## config.mk

```make
export PLATFORM = sky130hd
export DESIGN_NAME = ol_argmax
export DESIGN_NICKNAME = d
export VERILOG_FILES = /design/src/rtl/ol_argmax.sv
export SDC_FILE = /design/constraint.sdc
export NUM_CORES = 1
export LEC_CHECK = 0
export BUFFER_PORTS_ARGS = -buffer_cell sky130_fd_sc_hd__buf_2
export CAP_MARGIN = 20
export CORE_MARGIN = 5
export CORE_UTILIZATION = 48
export DETAILED_ROUTE_END_ITERATION = 8
export PLACE_DENSITY = 0.71
export SLEW_MARGIN = 20
export SYNTH_ARGS = -nofsm -noshare
export SYNTH_HDL_FRONTEND = slang
export SYNTH_SLANG_ARGS = --single-unit
```

## constraint.sdc

```tcl
create_clock -name CLK -period 9.4 [get_ports CLK]
set_input_delay 1.88 -clock CLK [delete_from_list [all_inputs] [get_ports CLK]]
set_output_delay 1.88 -clock CLK [all_outputs]
set_load 0.01 [all_outputs]
```

## src/rtl/ol_argmax.sv

```systemverilog
// Sequential arg-max classifier: captures NUM_OUTPUTS signed scores, scans one per cycle,
// holds class/max/margin under a valid/ack handshake. Optional top-2 margin via ARGMAX_MARGIN_EN.
module ol_argmax #(
  parameter int unsigned NUM_OUTPUTS = 10,
  parameter int unsigned WIDTH       = 8,
  parameter int unsigned FRAC_BITS   = 3
) (
  input  logic                             CLK,
  input  logic                             RST,
  input  logic [NUM_OUTPUTS*WIDTH-1:0]     VALUES_IN,
  input  logic [NUM_OUTPUTS-1:0]           VALIDS_IN,
  input  logic                             OVERFLOW_IN,
  output logic                             READY,
  output logic [$clog2(NUM_OUTPUTS)-1:0]   CLASS_OUT,
  output logic [WIDTH-1:0]                 MAX_OUT,
  output logic [WIDTH-1:0]                 MARGIN_OUT,
  output logic                             OVERFLOW_OUT,
  output logic                             VALID_OUT,
  input  logic                             RESULT_ACK
);

  localparam int unsigned IDX_WIDTH = $clog2(NUM_OUTPUTS);
  localparam logic [IDX_WIDTH-1:0] LAST_IDX = IDX_WIDTH'(NUM_OUTPUTS - 1);
  localparam logic signed [WIDTH-1:0] MOST_NEG = {1'b1, {(WIDTH-1){1'b0}}};

  // The score format is irrelevant to ordering; only reject nonsensical configurations.
  generate
    if (NUM_OUTPUTS < 2 || FRAC_BITS > WIDTH) begin : g_param_check
      $error("ol_argmax: NUM_OUTPUTS must be >= 2 and FRAC_BITS <= WIDTH");
    end
  endgenerate

  typedef enum logic [1:0] {IDLE, SCAN, DONE} state_t;

  state_t                  state, state_next;
  logic [NUM_OUTPUTS-1:0]  captured;
  logic signed [WIDTH-1:0] score_q [NUM_OUTPUTS];
  logic                    ovf;
  logic [IDX_WIDTH-1:0]    idx;
  logic [IDX_WIDTH-1:0]    best_idx, best_idx_nxt;
  logic signed [WIDTH-1:0] best, best_nxt;
  logic signed [WIDTH-1:0] cur;
`ifdef ARGMAX_MARGIN_EN
  logic signed [WIDTH-1:0] second, second_nxt;
`endif

  assign READY = (state == IDLE);
  assign cur   = score_q[idx];

  always_ff @(posedge CLK or posedge RST) begin
    if (RST) state <= IDLE;
    else     state <= state_next;
  end

  // Next state; the capture edge that completes the set moves straight to SCAN.
  always_comb begin
    state_next = state;
    unique case (state)
      IDLE:    if (&(captured | VALIDS_IN)) state_next = SCAN;
      SCAN:    if (idx == LAST_IDX) state_next = DONE;
      DONE:    if (RESULT_ACK) state_next = IDLE;
      default: state_next = IDLE;
    endcase
  end

  // Running best/second update for the lane at idx; ties keep the earlier lane.
  always_comb begin
    best_nxt     = best;
    best_idx_nxt = best_idx;
`ifdef ARGMAX_MARGIN_EN
    second_nxt   = second;
`endif
    if (idx == '0) begin
      best_nxt     = cur;
      best_idx_nxt = '0;
`ifdef ARGMAX_MARGIN_EN
      second_nxt   = MOST_NEG;
`endif
    end else if (cur > best) begin
`ifdef ARGMAX_MARGIN_EN
      second_nxt   = best;
`endif
      best_nxt     = cur;
      best_idx_nxt = idx;
    end
`ifdef ARGMAX_MARGIN_EN
    else if (cur > second) begin
      second_nxt = cur;
    end
`endif
  end

  always_ff @(posedge CLK or posedge RST) begin
    if (RST) begin
      captured     <= '0;
      ovf          <= 1'b0;
      idx          <= '0;
      best         <= '0;
      best_idx     <= '0;
`ifdef ARGMAX_MARGIN_EN
      second       <= '0;
`endif
      for (int unsigned i = 0; i < NUM_OUTPUTS; i++) score_q[i] <= '0;
      CLASS_OUT    <= '0;
      MAX_OUT      <= '0;
      MARGIN_OUT   <= '0;
      OVERFLOW_OUT <= 1'b0;
      VALID_OUT    <= 1'b0;
    end else begin
      unique case (state)
        IDLE: begin
          // First value on each lane wins; later valids on a captured lane are dropped.
          for (int unsigned i = 0; i < NUM_OUTPUTS; i++) begin
            if (VALIDS_IN[i] && !captured[i]) score_q[i] <= VALUES_IN[i*WIDTH +: WIDTH];
          end
          captured <= captured | VALIDS_IN;
          if (|VALIDS_IN) ovf <= ovf | OVERFLOW_IN;
          idx <= '0;
        end
        SCAN: begin
          best     <= best_nxt;
          best_idx <= best_idx_nxt;
`ifdef ARGMAX_MARGIN_EN
          second   <= second_nxt;
`endif
          idx      <= idx + IDX_WIDTH'(1);
          if (idx == LAST_IDX) begin
            CLASS_OUT    <= best_idx_nxt;
            MAX_OUT      <= best_nxt;
`ifdef ARGMAX_MARGIN_EN
            // best >= second, so the low WIDTH bits of the wide difference are exact.
            MARGIN_OUT   <= WIDTH'(best_nxt - second_nxt);
`endif
            OVERFLOW_OUT <= ovf;
            VALID_OUT    <= 1'b1;
          end
        end
        DONE: begin
          if (RESULT_ACK) begin
            VALID_OUT <= 1'b0;
            captured  <= '0;
            ovf       <= 1'b0;
          end
        end
        default: ;
      endcase
    end
  end

endmodule

```

==> impl_metrics.toml, run 1 <==
[status]
status = "completed"

[place]
io_buffer_count = 108
gp_congestion = 0.965
hpwl_um = 11000

[die]
die-width_um = 123
rows = 41
die-area_um2 = 15000
io_pins = 117
chipHeight_um = 123
start_util_pct = 48.6
core_area_um2 = 12500

[drt]
vias = 4350
wl_per_cell_um = 18.8
routed.top_layer = "met4"
drt_iter0_drc = 285
wl_met2_um = 6820
antenna_left = 0
drtPass1Iterations = 5
vias_per_cell = 5.50
dr_wl_met3_um = 930
drc = 0
met1_length_um = 6760
wl_um = 14900

[power]
share_comb_of_total_power_pct = 37.8
p_leak_nw = 3.35
p_sw_share_pct = 37.6
switchingPower_mw = 0.894
power_density_nw_per_um2 = 326
peakVddDrop_mv = 0.173
p_clk_share_pct = 28.0
sequentialPowerShare_pct = 34.2
intPower_mw = 1.49

[grt]
grt_max_degree = 64
grt_pass1_vias = 4518
grt_pass1_wl_um = 23900
grt.total_usage_pct = 20.9
grt_overflow = 0
antenna_found_initial = 0

[critical_path]
critPathTopFamily = "compound AO/OA/AOI/OAI gates"
worstPathCellList = "nand2b_1 > o22ai_1 > o31a_2 > ha_1 > nand4_1 > nand2b_1 > and3_1 > o31ai_2 > mux2_2"
worstPathMaxFanout = 39
slowest_stage = "dfrtp_2"
cpMostUsedCell = "nand2b_1"
crit_path_end_kind = "register"
worst_ep_arrival_time_ps = 4750
critical_path_buf_inv_count = 0
required_ps = 9700
start_kind = "register"
worst_path_largest_cell_delay_ps = 1080
path_class = "register to register"

[yosys]
ys_top_cells_by_area = "dfrtp_1, mux2_2, mux2i_1"
yosysTopAreaCellShare_pct = 50.6
synth_edf_count = 0
ys_ff_latch = 123
syn-cell-area_um2 = 6090
synth.most_common_cell = "dfrtp_1"
async_flop_share_pct = 100
synth.yosys.seq_area_share_pct = 50.6
ys.flop_type = "dfrtp_1"
yosysUniqueCellTypes = 47
synth.avg_cell_area_um2 = 12.1
synth_common_cells = "dfrtp_1, mux2_2, mux2i_1"
synth_area_leader_cell = "dfrtp_1"
yosysWarnings = 8
syn_inst = 504

[sta]
setup_violations = 0
slew_violations = 0
slew_headroom_pct = 26.6
worstMarginPinSlew_ps = 1100
finalCriticalPeriod_ps = 4450
fin_worst_skew_ps = 9.75
fmax_ghz = 0.225
rsz0062_at_grt = "false"
post-route-period-util_pct = 47.3
hold_viol_final = 0
setup_tns_ps = 0

[clock_tree]
worstSkewPairLatency_ps = 420
post-cts-setup-buffer-count = 0
numCtsBuffers = 17
path_clk_slew_ps = 50
cts.path.max_buffers = 2
cts_hold_buf = 0
tritoncts = "yes"
root_buffer = "clkbuf_16"
htree_levels = 4
clkSinkCount = 123
post_cts_resized = 0

[layout]
num_antenna_cells = 0
fill_cells = 1063
area_growth_pct = 19.9
nets = 711
multiInputGateArea_um2 = 2780
fin_util_pct = 58.3
final_layout_size_suffix_gt1_share_pct = 39.4
ff_latch_area_um2 = 3080

[min_path]
hp-class = "register to register"

[flow_run]
maxCapViolations = 0
state kept, by name, summed over array words and instances, names as in the netlist:
signal	flops
best_idx	4
CLASS_OUT	4
best	8
captured	10
MAX_OUT	8
ovf	1
VALID_OUT	1
state	2
OVERFLOW_OUT	1
idx	4
score_q	80
layer usage:
metal  vias to the layer above  global-route usage, %
met5                         -                      0
met4                         0                   9.38
met3                        29                   5.99
met2                       146                   31.6
met1                      2127                   28.1
li1                       2048                      -
per-stage QoR:
step	std cells	area, um^2	hold slack [ps]	worst slack (ps)	power (mW)
2_1_floorplan	511	6110	457	4250	1.49
3_3_place_gp	759	6690	457	5180	1.68
3_5_place_dp	759	6690	459	5090	1.70
4_1_cts	791	7300	473	4990	2.39
5_1_grt	791	7300	495	4700	2.52
6_report	791	7300	466	4950	2.38
tightest hold or removal path, stage by stage, from the launching register on:
cell	delay, ps
dfrtp_1	330
nand2_1	50
nand2_1	50
cell type report:
cell class                 count  share of cell area, %
clock buffer                  18                   6.02
tap                          172                   2.95
sequential                   123                   42.2
multi-input combinational    340                   38.1
clock inverter                14                   2.35
inverter                      14                  0.754
timing repair buffer         110                   7.61
cells in the final DEF, fill, tap and decap left out, drive strengths merged, types with 4 or more instances in the layout:
cell type,n
nor2,22
o211ai,9
nand3,6
o22ai,12
nor3b,10
clkinv,4
a31oi,5
mux2i,41
inv,15
clkinvlp,6
mux2,88
nand2b,6
buf,110
dfrtp,123
o311ai,7
conb,8
a21oi,15
clkbuf,18
o31a,8
o221ai,8
o21ai,20
ha,11
nand2,39
final timing paths:
path / from / end / slack (ps) / depth (start not counted)
max: idx[1]$_DFFE_PP0P_ / best[3]$_DFFE_PP0P_ / 4950 / 9
min reg2reg: OVERFLOW_OUT$_DFFE_PP0P_ / OVERFLOW_OUT$_DFFE_PP0P_ / 470 / 2
max in group asynchronous: RST / best_idx[1]$_DFFE_PP0P_ / 6510 / 3
min: OVERFLOW_OUT$_DFFE_PP0P_ / OVERFLOW_OUT$_DFFE_PP0P_ / 470 / 2
min in group asynchronous: RST / score_q[69]$_DFFE_PP0P_ / 1590 / 2
max reg2reg: idx[1]$_DFFE_PP0P_ / best[3]$_DFFE_PP0P_ / 4950 / 9
logic make-up after synthesis:
kind of cell,Yosys count,synth area share (%)
buf+inv,48,4.11
other cells,1,0.0616
flops,123,50.6
fa+ha+maj,11,2.26
mux,129,23.0
simple gates,98,9.33
compound gates,94,10.6
power by group through the flow:
stage | combinational [mW] | sequential, mW | clock (mW)
3_3_place_gp | 0.861 | 0.816 | 0
4_1_cts | 0.897 | 0.813 | 0.676
2_1_floorplan | 0.750 | 0.743 | 0
5_1_grt | 0.989 | 0.835 | 0.698
6_report | 0.900 | 0.815 | 0.666
3_5_place_dp | 0.883 | 0.820 | 0
Power figures use the tool's default switching activity.
==> run 2: changes to the inputs <==
Settings changed: PLACE_DENSITY 0.71 to 0.74.
Clock period 9.4 ns to 3.9 ns, I/O delays scaled along.
==> impl_metrics.toml, run 2 (synthesized netlist as in run 1, its figures left out) <==
[sta]
setup_violations = 0
holdWs_ps = 316
worstMarginPinSlew_ps = 957
rsz0062_at_grt = "false"
finalCriticalPeriod_ps = 3450
slew_violations = 0
post-route-period-util_pct = 88.5
fin_worst_skew_ps = 11.8
hold_viol_final = 0
setup_tns_ps = 0
slew_headroom_pct = 36.2
fmax_ghz = 0.290

[layout]
largest_register = "score_q"
num_antenna_cells = 0
final_common_cell = "dfrtp_1"
layout_common_cells = "dfrtp_1, buf_2, mux2_2, mux2i_1, nand2_1"
area_growth_pct = 22.3
fin_area_um2 = 7440
fill_cells = 1048
final_layout_size_suffix_gt1_share_pct = 40.1
reg.largest.list = "score_q x80, captured x10"
nets = 720
final_cells = 800
largest_reg_flops = 80

[die]
start_util_pct = 48.6
die-area_um2 = 15000
core_area_um2 = 12500
rows = 41
chipHeight_um = 123
io_pins = 117
die-width_um = 123

[power]
switchingPower_mw = 2.18
p_clk_share_pct = 28.3
share_comb_of_total_power_pct = 40.2
p_leak_nw = 3.43
sequentialPowerShare_pct = 31.5
peakVddDrop_mv = 0.452
p_sw_share_pct = 36.6
power_density_nw_per_um2 = 798
total_power_mw = 5.94
intPower_mw = 3.77

[drt]
drtPass1Iterations = 5
wl_um = 15200
drc = 0
drt_iter0_drc = 250
antenna_left = 0
wl_per_cell_um = 18.9
vias = 4373
vias_per_cell = 5.47

[critical_path]
critPathTopFamily = "compound AO/OA/AOI/OAI gates"
path_class = "register to register"
worstPathCellList = "nand2b_1 > buf_4 > o221ai_1 > o31a_1 > ha_1 > nor2b_1 > o211ai_1 > a211oi_2 > o31ai_4 > mux2_2"
worst_path_largest_cell_delay_ps = 570
start_kind = "register"
critical_path_buf_inv_count = 1
crit_path_end_kind = "register"
slowest_stage = "o31ai_4"
worstPathMaxFanout = 11
required_ps = 4200
worst_ep_arrival_time_ps = 3750

[clock_tree]
worstSkewPairLatency_ps = 420
post_cts_resized = 0
htree_levels = 4
numCtsBuffers = 17
cts_hold_buf = 0
tritoncts = "yes"
root_buffer = "clkbuf_16"
post-cts-setup-buffer-count = 0
clkSinkCount = 123
path_clk_slew_ps = 50
cts.path.max_buffers = 2

[place]
io_buffer_count = 108
place_inst = 767
gp_congestion = 0.901
place_area_um2 = 6780
hpwl_um = 11300

[min_path]
hp-class = "input pin to asynchronous set/reset pin"

[grt]
antenna_found_initial = 0
grt.total_usage_pct = 21.0
grt_overflow = 0
grt_max_degree = 49
grt_pass1_vias = 4551
grt_pass1_wl_um = 23800

[status]
status = "completed"

[flow_run]
maxCapViolations = 0
==> run 2: layout make-up <==
cell class | count | area (um^2) | area share (%)
Clock buffer | 21 | 470 | 6.32
Multi-Input combinational cell | 340 | 2790 | 37.5
Sequential cell | 123 | 3080 | 41.4
Timing Repair Buffer | 119 | 661 | 8.88
Inverter | 14 | 56.3 | 0.757
Tap cell | 172 | 215 | 2.89
Clock inverter | 11 | 166 | 2.24
==> run 2: path summary, 6_finish.rpt <==
path | from | end | slack [ps] | depth (start not counted)
worst max register to register | idx[3]$_DFFE_PP0P_ | best[4]$_DFFE_PP0P_ | 450 | 10
worst min-delay path | RST | captured[3]$_DFFE_PP0P_ | 320 | 2
min in group CLK | OVERFLOW_OUT$_DFFE_PP0P_ | OVERFLOW_OUT$_DFFE_PP0P_ | 470 | 2
max in group asynchronous | RST | score_q[19]$_DFFE_PP0P_ | 2640 | 4
worst max-delay path | idx[3]$_DFFE_PP0P_ | best[4]$_DFFE_PP0P_ | 450 | 10
worst min register to register | OVERFLOW_OUT$_DFFE_PP0P_ | OVERFLOW_OUT$_DFFE_PP0P_ | 470 | 2
==> run 2: stage by stage <==
step	setup WS, ps	util, %
floorplan	871	-
global placement	284	54.1
detailed placement	190	54.1
CTS	174	59.2
global route	224	59.4
finish	448	59.4
==> run 2: power groups by stage <==
| stage | registers [mW] | logic (mW) | clock network (mW) |
|---|---|---|---|
| CTS | 1.87 | 2.36 | 1.71 |
| global route | 1.91 | 2.61 | 1.76 |
| detailed placement | 1.89 | 2.32 | 0 |
| floorplan | 1.79 | 1.81 | 0 |
| global placement | 1.88 | 2.27 | 0 |
| finish | 1.87 | 2.39 | 1.68 |
==> run 2: metal layers <==
metal,GRT usage [%],wire (um)
met3,5.81,990
met4,7.98,327
met1,27.7,6490
met2,33.3,7340
met5,0,0
